==> config.mk <==
export PLATFORM = sky130hd
export DESIGN_NAME = regfile_write_arbiter
export DESIGN_NICKNAME = d
export VERILOG_FILES = /design/src/rtl/regfile_arb_pkg.sv /design/src/rtl/rr_priority_pick.sv /design/src/rtl/regfile_write_arbiter.sv
export SDC_FILE = /design/constraint.sdc
export NUM_CORES = 1
export LEC_CHECK = 0
export BUFFER_PORTS_ARGS = -buffer_cell sky130_fd_sc_hd__buf_2
export CORE_ASPECT_RATIO = 1.5
export CORE_MARGIN = 2
export CORE_UTILIZATION = 40
export CTS_CLUSTER_SIZE = 10
export DETAILED_ROUTE_END_ITERATION = 16
export MAX_ROUTING_LAYER = met4
export PLACE_DENSITY_LB_ADDON = 0.3
export SLEW_MARGIN = 20
export SYNTH_ARGS = -nofsm -noshare
export SYNTH_HDL_FRONTEND = slang
export SYNTH_SLANG_ARGS = --single-unit
export TNS_END_PERCENT = 30
==> constraint.sdc <==
create_clock -name CLK -period 1.2 [get_ports CLK]
set_clock_uncertainty 0.05 [all_clocks]
set_input_delay 0.12 -clock CLK [delete_from_list [all_inputs] [get_ports CLK]]
set_output_delay 0.12 -clock CLK [all_outputs]
set_load 0.05 [all_outputs]
==> src/rtl/regfile_arb_pkg.sv <==
// Shared constants for the register-file write-back arbiter.
// Holds the default requester/register counts, bus widths, the program
// counter register index and the requester index names.
package regfile_arb_pkg;

  localparam int NUM_REQ  = 3;
  localparam int NUM_REGS = 16;
  localparam int ADDR_W   = 4;
  localparam int DATA_W   = 32;
  localparam int PC_INDEX = 15;

  localparam int REQ_ALU  = 0;
  localparam int REQ_LOAD = 1;
  localparam int REQ_LINK = 2;

  // Width of a requester index; never narrower than one bit.
  function automatic int ptr_w(input int n);
    return (n > 1) ? $clog2(n) : 1;
  endfunction

endpackage

==> src/rtl/rr_priority_pick.sv <==
// Rotating-priority one-hot picker.
// The requester just after LAST has highest priority, then LAST+2, ...
// wrapping modulo NUM_REQ. With LAST tied to NUM_REQ-1 this reduces to
// fixed priority 0 > 1 > 2.
// Ports:
//   REQ   in  NUM_REQ  request vector
//   LAST  in  LAST_W   index of the most recently granted requester
//   GNT   out NUM_REQ  one-hot (or zero) pick
module rr_priority_pick #(
  parameter int NUM_REQ = 3,
  parameter int LAST_W  = 2
) (
  input  logic [NUM_REQ-1:0] REQ,
  input  logic [LAST_W-1:0]  LAST,
  output logic [NUM_REQ-1:0] GNT
);

  logic w_found;

  // Walk the priority ring starting after LAST; the first requester seen wins.
  always_comb begin
    GNT     = '0;
    w_found = 1'b0;
    for (int k = 1; k <= NUM_REQ; k++) begin
      for (int i = 0; i < NUM_REQ; i++) begin
        if (!w_found && REQ[i] && (((int'(LAST) + k) % NUM_REQ) == i)) begin
          GNT[i]  = 1'b1;
          w_found = 1'b1;
        end
      end
    end
  end

endmodule

==> src/rtl/regfile_write_arbiter.sv <==
// Register-file write-back arbiter.
// Picks one of NUM_REQ write requesters per cycle and drives a registered
// one-hot enable and a shared data bus into NUM_REGS 32-bit registers.
// Build option: define REGFILE_ARB_ROUND_ROBIN_EN for round-robin
// arbitration with a LAST pointer; otherwise fixed priority 0 > 1 > 2.
// Ports:
//   CLK       in   rising-edge clock
//   RESET     in   asynchronous active-low reset
//   HOLD      in   stall, forces all grants low
//   REQ       in   per-requester write request
//   REQ_ADDR  in   per-requester destination register index
//   REQ_DATA  in   per-requester write data
//   GNT       out  per-requester grant (combinational)
//   REG_EN    out  one-hot register enable (registered)
//   REG_D     out  shared register D bus (registered)
//   PC_WR     out  write to the PC register presented this cycle (registered)
//   BUSY      out  requests pending with no grant this cycle
module regfile_write_arbiter #(
  parameter int NUM_REQ  = regfile_arb_pkg::NUM_REQ,
  parameter int NUM_REGS = regfile_arb_pkg::NUM_REGS
) (
  input  logic                                      CLK,
  input  logic                                      RESET,
  input  logic                                      HOLD,
  input  logic [NUM_REQ-1:0]                        REQ,
  input  logic [NUM_REQ*regfile_arb_pkg::ADDR_W-1:0] REQ_ADDR,
  input  logic [NUM_REQ*regfile_arb_pkg::DATA_W-1:0] REQ_DATA,
  output logic [NUM_REQ-1:0]                        GNT,
  output logic [NUM_REGS-1:0]                       REG_EN,
  output logic [regfile_arb_pkg::DATA_W-1:0]        REG_D,
  output logic                                      PC_WR,
  output logic                                      BUSY
);

  import regfile_arb_pkg::*;

  localparam int LAST_W = ptr_w(NUM_REQ);

  logic [LAST_W-1:0]   w_last;
  logic [NUM_REQ-1:0]  w_pick;
  logic                w_xfer;
  logic [ADDR_W-1:0]   w_win_addr;
  logic [DATA_W-1:0]   w_win_data;
  logic [NUM_REGS-1:0] w_en_dec;
  logic                w_pc_hit;

  logic [NUM_REGS-1:0] r_reg_en;
  logic [DATA_W-1:0]   r_reg_d;
  logic                r_pc_wr;

`ifdef REGFILE_ARB_ROUND_ROBIN_EN
  logic [LAST_W-1:0] r_last;
  logic [LAST_W-1:0] w_win_idx;

  always_comb begin
    w_win_idx = '0;
    for (int i = 0; i < NUM_REQ; i++) begin
      if (GNT[i]) w_win_idx = LAST_W'(i);
    end
  end

  // Reset value NUM_REQ-1 puts requester 0 first in line.
  always_ff @(posedge CLK or negedge RESET) begin
    if (!RESET)      r_last <= LAST_W'(NUM_REQ - 1);
    else if (w_xfer) r_last <= w_win_idx;
  end

  assign w_last = r_last;
`else
  assign w_last = LAST_W'(NUM_REQ - 1);
`endif

  rr_priority_pick #(
    .NUM_REQ (NUM_REQ),
    .LAST_W  (LAST_W)
  ) u_pick (
    .REQ  (REQ),
    .LAST (w_last),
    .GNT  (w_pick)
  );

  // Grants are suppressed combinationally so nothing transfers in reset or stall.
  assign GNT    = (RESET && !HOLD) ? w_pick : '0;
  assign w_xfer = |GNT;
  assign BUSY   = (|REQ) && !(|GNT);

  always_comb begin
    w_win_addr = '0;
    w_win_data = '0;
    for (int i = 0; i < NUM_REQ; i++) begin
      if (GNT[i]) begin
        w_win_addr = REQ_ADDR[i*ADDR_W +: ADDR_W];
        w_win_data = REQ_DATA[i*DATA_W +: DATA_W];
      end
    end
  end

  always_comb begin
    w_en_dec = '0;
    for (int k = 0; k < NUM_REGS; k++) begin
      w_en_dec[k] = (w_win_addr == ADDR_W'(k));
    end
  end

  assign w_pc_hit = (w_win_addr == ADDR_W'(PC_INDEX));

  // REG_D keeps its last value between transfers; only the enable pulses.
  always_ff @(posedge CLK or negedge RESET) begin
    if (!RESET) begin
      r_reg_en <= '0;
      r_reg_d  <= '0;
      r_pc_wr  <= 1'b0;
    end else if (w_xfer) begin
      r_reg_en <= w_en_dec;
      r_reg_d  <= w_win_data;
      r_pc_wr  <= w_pc_hit;
    end else begin
      r_reg_en <= '0;
      r_pc_wr  <= 1'b0;
    end
  end

  assign REG_EN = r_reg_en;
  assign REG_D  = r_reg_d;
  assign PC_WR  = r_pc_wr;

endmodule

==> impl_metrics.ini, run 1 <==
[outcome]
status = complete, no violations

[yosys]
synth_nets = 333
synth_edf_count = 0
synth_area_per_cell_um2 = 10.2
synth_top_area_share_pct = 53.6
yosys.area.top_type = dfrtp_1
synth-async-reset-ratio_pct = 100
synth_xor_xnor_area_share_pct = 0
ys_seq_area_share_pct = 53.6
synth_top_family_by_area = compound AO/OA/AOI/OAI gates
synth_fa_ha_area_share_pct = 0
ys_warn_count = 0
synth_cell_types = 27
netlist_instances = 219
synth_compound_area_share_pct = 20.8
synth_mux_area_share_pct = 0
synth_simple_gate_area_share_pct = 19.7
synth_area_um2 = 2240
ys.flop_type = dfrtp_1
synth.area.top_cells = dfrtp_1 (54%), a222oi_1 (14%), nand2_1 (11%), nor2_1 (3.5%), buf_6 (2.5%)
ys_ff_latch = 48

[drt]
drtIter0Drc = 217
wirelength_mm = 7.26
avgRoutedWirePerCell_um = 14.8
first_pass_iters = 9
viasPerCell = 5.17
route.vias.total = 2538
drc = 0
ant_nets = 0

[timing]
setup_violations = 0
rsz0062_at_grt = false
hold_viol = 0
fin_hold_ws_ns = 0.0111
fmax_ghz = 0.863
final_max_slew_viol_count = 0
timing.slew.headroom_pct = 72.1
setup_ws_ns = 0.0409
layout_worst_path_cycle_share_pct = 96.6
worst_pin_slew_ns = 0.418
min_period_ns = 1.16

[die]
rows = 33
die_h_um = 95.6
die_w_um = 65.1
die-area_um2 = 6230
io_pins = 167
coreArea_um2 = 5450
start_util_pct = 41.1

[global_routing]
grt_max_degree = 35
grt_usage_pct = 22.4
grt_pass1_vias = 2355
grt_pass1_wl_mm = 10.4
grt_overflow_total = 0
antenna_found_initial = 0

[min_path]
min_path_type = in -> reg
hold_depth = 3

[cells_and_area]
layout_commonest_cell = buf_2
multiInputGateArea_um2 = 918
register_area_um2 = 1200
fin_area_um2 = 3620
layout.nets = 534
area_growth_pct = 61.6
layout.cells.most_common_list = buf_2 (163), nand2_1 (66), dfrtp_1 (48)
n_antenna_cell = 0
num-fill-cells = 457
drive_gt1_share_pct = 47.3
fin_cells = 491

[setup_path]
r2r.worst_path.cells = 2
cp-start-kind = primary input
crit_fanout = 4
r2r_slack_ns = 0.52
arrival_ns = 0.99
timing_worst_setup_path_type = in -> out
crit_required_ns = 1.03
cp-end-kind = output pin

[cts]
numCtsBuffers = 5
cts_max_level = 2
cts_setup_buffers = 0
clock_sinks = 48
cts_tree = built
cts_root_buffer = clkbuf_8
clkLatencyLatePin_ns = 0.28
clkTransAtPathRegs_ns = 0.09
cts_buffer_depth = 2

[power]
finalPower_mw = 4.44
p_per_area_nw_per_um2 = 1230
leakage_nw = 1.99
vdd_drop_max_mv = 0.700

[run]
cap_violations = 0

[place]
dp_hpwl_mm = 5.30
dpl_worst_slack_ns = -0.157
io_buffers = 166
placed_area_um2 = 3250
place_congestion = 0.848
dp_cells = 458
metrics by stage:
stage	util (%)	TNS, ns
2_1_floorplan	-	-2.21
3_3_place_gp	59.7	-3.70
3_5_place_dp	59.7	-4.41
4_1_cts	66.2	0
5_1_grt	66.4	0
6_report	66.4	0
what timing repair did:
| item | 4_1_cts | 5_1_grt |
|---|---|---|
| gates resized for setup | 4 | 4 |
| hold endpoints to repair | 71 | 0 |
| hold buffers | 25 | 0 |
| endpoints found under the setup margin | 3 | 2 |
power by group:
group | switching (mW) | internal, mW | total, mW
sequential | 0.0897 | 1.80 | 1.89
clock | 0.503 | 0.468 | 0.972
combinational | 1.09 | 0.492 | 1.58
total | 1.68 | 2.76 | 4.44
cells by family after synthesis:
kind of cell,count (synthesis)
simple gates,103
compound gates,50
buf+inv,18
flops,48
sequential cells by signal (all words and copies together), names as in the netlist:
register / flops
REG_D: 32
REG_EN: 15
PC_WR: 1
per-layer routing:
layer	GRT usage [%]	share of wire (%)
met5	-	0
met4	8.33	1.4
met3	3.54	7.0
met2	41.8	56
met1	23.7	36
area by class of cell:
class	count	share of cell area, %
timing repair buffer	211	36.3
sequential	48	33.2
multi-input combinational	153	25.4
tap	70	2.42
clock buffer	7	2.39
clock inverter	1	0.207
inverter	1	0.173
path summary, 6_finish.rpt:
| path | start | to |
|---|---|---|
| setup / recovery | REQ[1] | BUSY |
| hold / removal | REQ_DATA[1] | REG_D[1] |
| setup reg to reg | REG_D[4] | REG_D[4] |
| hold reg to reg | REG_D[16] | REG_D[16] |
| max in group asynchronous | RESET | REG_D[0] |
| min in group asynchronous | RESET | REG_EN[12] |
critical path, stage by stage:
cell    delay, ns
buf_2        0.11
buf_4        0.14
nor3_1       0.22
buf_4        0.15
nor2_1       0.04
buf_2        0.20
Yosys cell counts, drive strengths merged (2+ instances only):
cell type / n
a222oi: 32
a22o: 2
a22oi: 2
a32oi: 3
and2: 3
buf: 15
clkbuf: 2
dfrtp: 48
nand2: 66
nand2b: 5
nor2: 21
nor2b: 4
o211ai: 2
o21a: 2
o221ai: 2
o32a: 3
Note: power is estimated with default switching activity, not from simulation.
==> inputs of run 2 (changes only) <==
--- a/config.mk
+++ b/config.mk
@@ -5,9 +5,9 @@
 export SDC_FILE = /design/constraint.sdc
 export NUM_CORES = 1
 export LEC_CHECK = 0
-export BUFFER_PORTS_ARGS = -buffer_cell sky130_fd_sc_hd__buf_2
+export BUFFER_PORTS_ARGS = -buffer_cell sky130_fd_sc_hd__buf_4
 export CORE_ASPECT_RATIO = 1.5
-export CORE_MARGIN = 2
+export CORE_MARGIN = 1
 export CORE_UTILIZATION = 40
 export CTS_CLUSTER_SIZE = 10
 export DETAILED_ROUTE_END_ITERATION = 16
==> impl_metrics.ini, run 2 (same netlist as run 1, synthesis figures left out) <==
[drt]
viasPerCell = 5.34
ant_nets = 0
route.vias.total = 2683
drtIter0Drc = 261
drc = 0
avgRoutedWirePerCell_um = 16.8
wirelength_mm = 8.46
first_pass_iters = 6

[timing]
final_max_slew_viol_count = 0
layout_worst_path_cycle_share_pct = 96.7
fmax_ghz = 0.862
min_period_ns = 1.16
setup_violations = 0
timing.slew.headroom_pct = 59.7
hold_viol = 0
fin_hold_ws_ns = 0.00733
worst_pin_slew_ns = 0.605

[cts]
clkLatencyLatePin_ns = 0.29
cts_tree = built
clock_sinks = 48
cts_max_level = 2
clkTransAtPathRegs_ns = 0.09
cts_buffer_depth = 2
cts_root_buffer = clkbuf_8
numCtsBuffers = 5

[place]
place_congestion = 0.865
io_buffers = 166
dp_cells = 457
dp_hpwl_mm = 5.66

[cells_and_area]
n_antenna_cell = 0
layout.nets = 545
fin_cells = 502
layout_commonest_cell = buf_4
largest_register_ffs = 32
area_growth_pct = 86.0
num-fill-cells = 372
drive_gt1_share_pct = 46.1
layout.cells.most_common_list = buf_4 (177), nand2_1 (66), dfrtp_1 (48)

[die]
rows = 33
io_pins = 167
start_util_pct = 41.4
coreArea_um2 = 5410
die_h_um = 93.6
die_w_um = 63.1
die-area_um2 = 5910

[setup_path]
crit_fanout = 15
crit_chain = buf_4 -> nor2b_4 -> and2_4 -> buf_6 -> buf_4
crit_required_ns = 1.03
cp_top_family = buffers and inverters
r2r_start = REG_D[17]
timing_worst_setup_path_type = in -> out
path_buf_inv = 3
crit_top_cell = buf_4
r2r_slack_ns = 0.47
slowest_stage = buf_4
reg2reg_to = REG_D[17]
cp-end-kind = output pin
r2r.worst_path.cells = 2
max_stage_delay_ns = 0.22
cp-start-kind = primary input
arrival_ns = 0.99

[min_path]
min_path_type = in -> reg
hold_depth = 3
worstHoldEndpoint = REG_D[22]
min_from = REQ_DATA[86]

[global_routing]
grt_usage_pct = 29.2
grt_pass1_wl_mm = 13.0
grt_max_degree = 49
grt_pass1_vias = 2731
antenna_found_initial = 0
grt_overflow_total = 0

[power]
vdd_drop_max_mv = 0.766
p_per_area_nw_per_um2 = 1180
leakage_nw = 2.16

[outcome]
status = complete, no violations

[run]
cap_violations = 0
## run 2: changes by cell type in the layout (fill, tap and decap cells not counted), sizes merged
cell	previous run	this run
dlygate4sd3	25	37
clkbuf	7	5
buf	186	185
bufinv	0	1
clkinv	0	1
## run 2: what timing repair did
action	CTS	global route
endpoints found under the hold margin	75	2
setup buffers	0	0
hold buffers	35	2
gates resized for setup	2	2
endpoints found under the setup margin	1	1
## run 2: power by group
| group | internal, mW | leakage, nW | switching (mW) | total (mW) |
|---|---|---|---|---|
| combinational | 0.731 | 1.49 | 1.13 | 1.86 |
| clock | 0.617 | 0.0541 | 0.539 | 1.16 |
| sequential | 1.80 | 0.621 | 0.106 | 1.91 |
## run 2: worst register-to-register path: stages (launching register included)
cell and delay [ns]:
dfrtp_1 0.40, nand2_1 0.09, nand2_1 0.07
## run 2: per-layer routing
| layer | up-vias | wire [um] | global-route usage [%] |
|---|---|---|---|
| li1 | 1241 | - | - |
| met1 | 1280 | 3170 | 32.5 |
| met2 | 134 | 4510 | 51.3 |
| met3 | 28 | 449 | 3.41 |
| met4 | 0 | 324 | 14.1 |
| met5 | - | 0 | - |
## run 2: area by class of cell
type	instances	area (um2)	area share (%)
clock buffers	5	68.8	1.65
clock inverters	3	42.5	1.02
inverters	1	6.26	0.150
multi-input cells	153	918	22.0
flip-flops and latches	48	1200	28.8
well taps	70	87.6	2.10
repair buffers	222	1840	44.2
## run 2: how the worst max path moves through the flow
stage | start | to | slack (ns) | cells after the start
floorplan | RESET | REG_D[1] | -0.09 | 7
global placement | REQ[1] | REG_D[23] | -0.11 | 6
detailed placement | REQ[1] | REG_D[23] | -0.14 | 6
CTS | HOLD | GNT[2] | 0.008 | 6
global route | HOLD | GNT[2] | -0.006 | 6
finish | HOLD | GNT[0] | 0.04 | 5
## run 2: through the flow
step	setup slack [ns]	total power, mW	util [%]	instance area (um2)	TNS (ns)
after floorplan	-0.0851	2.90	-	2260	-2.21
after global routing	-0.00615	5.12	77.0	4170	-0.00615
after CTS	0.00793	4.91	76.5	4140	0
final	0.0394	4.92	77.0	4170	0
after detailed placement	-0.143	3.67	67.9	3670	-4.54
after global placement	-0.105	3.63	67.9	3670	-3.40
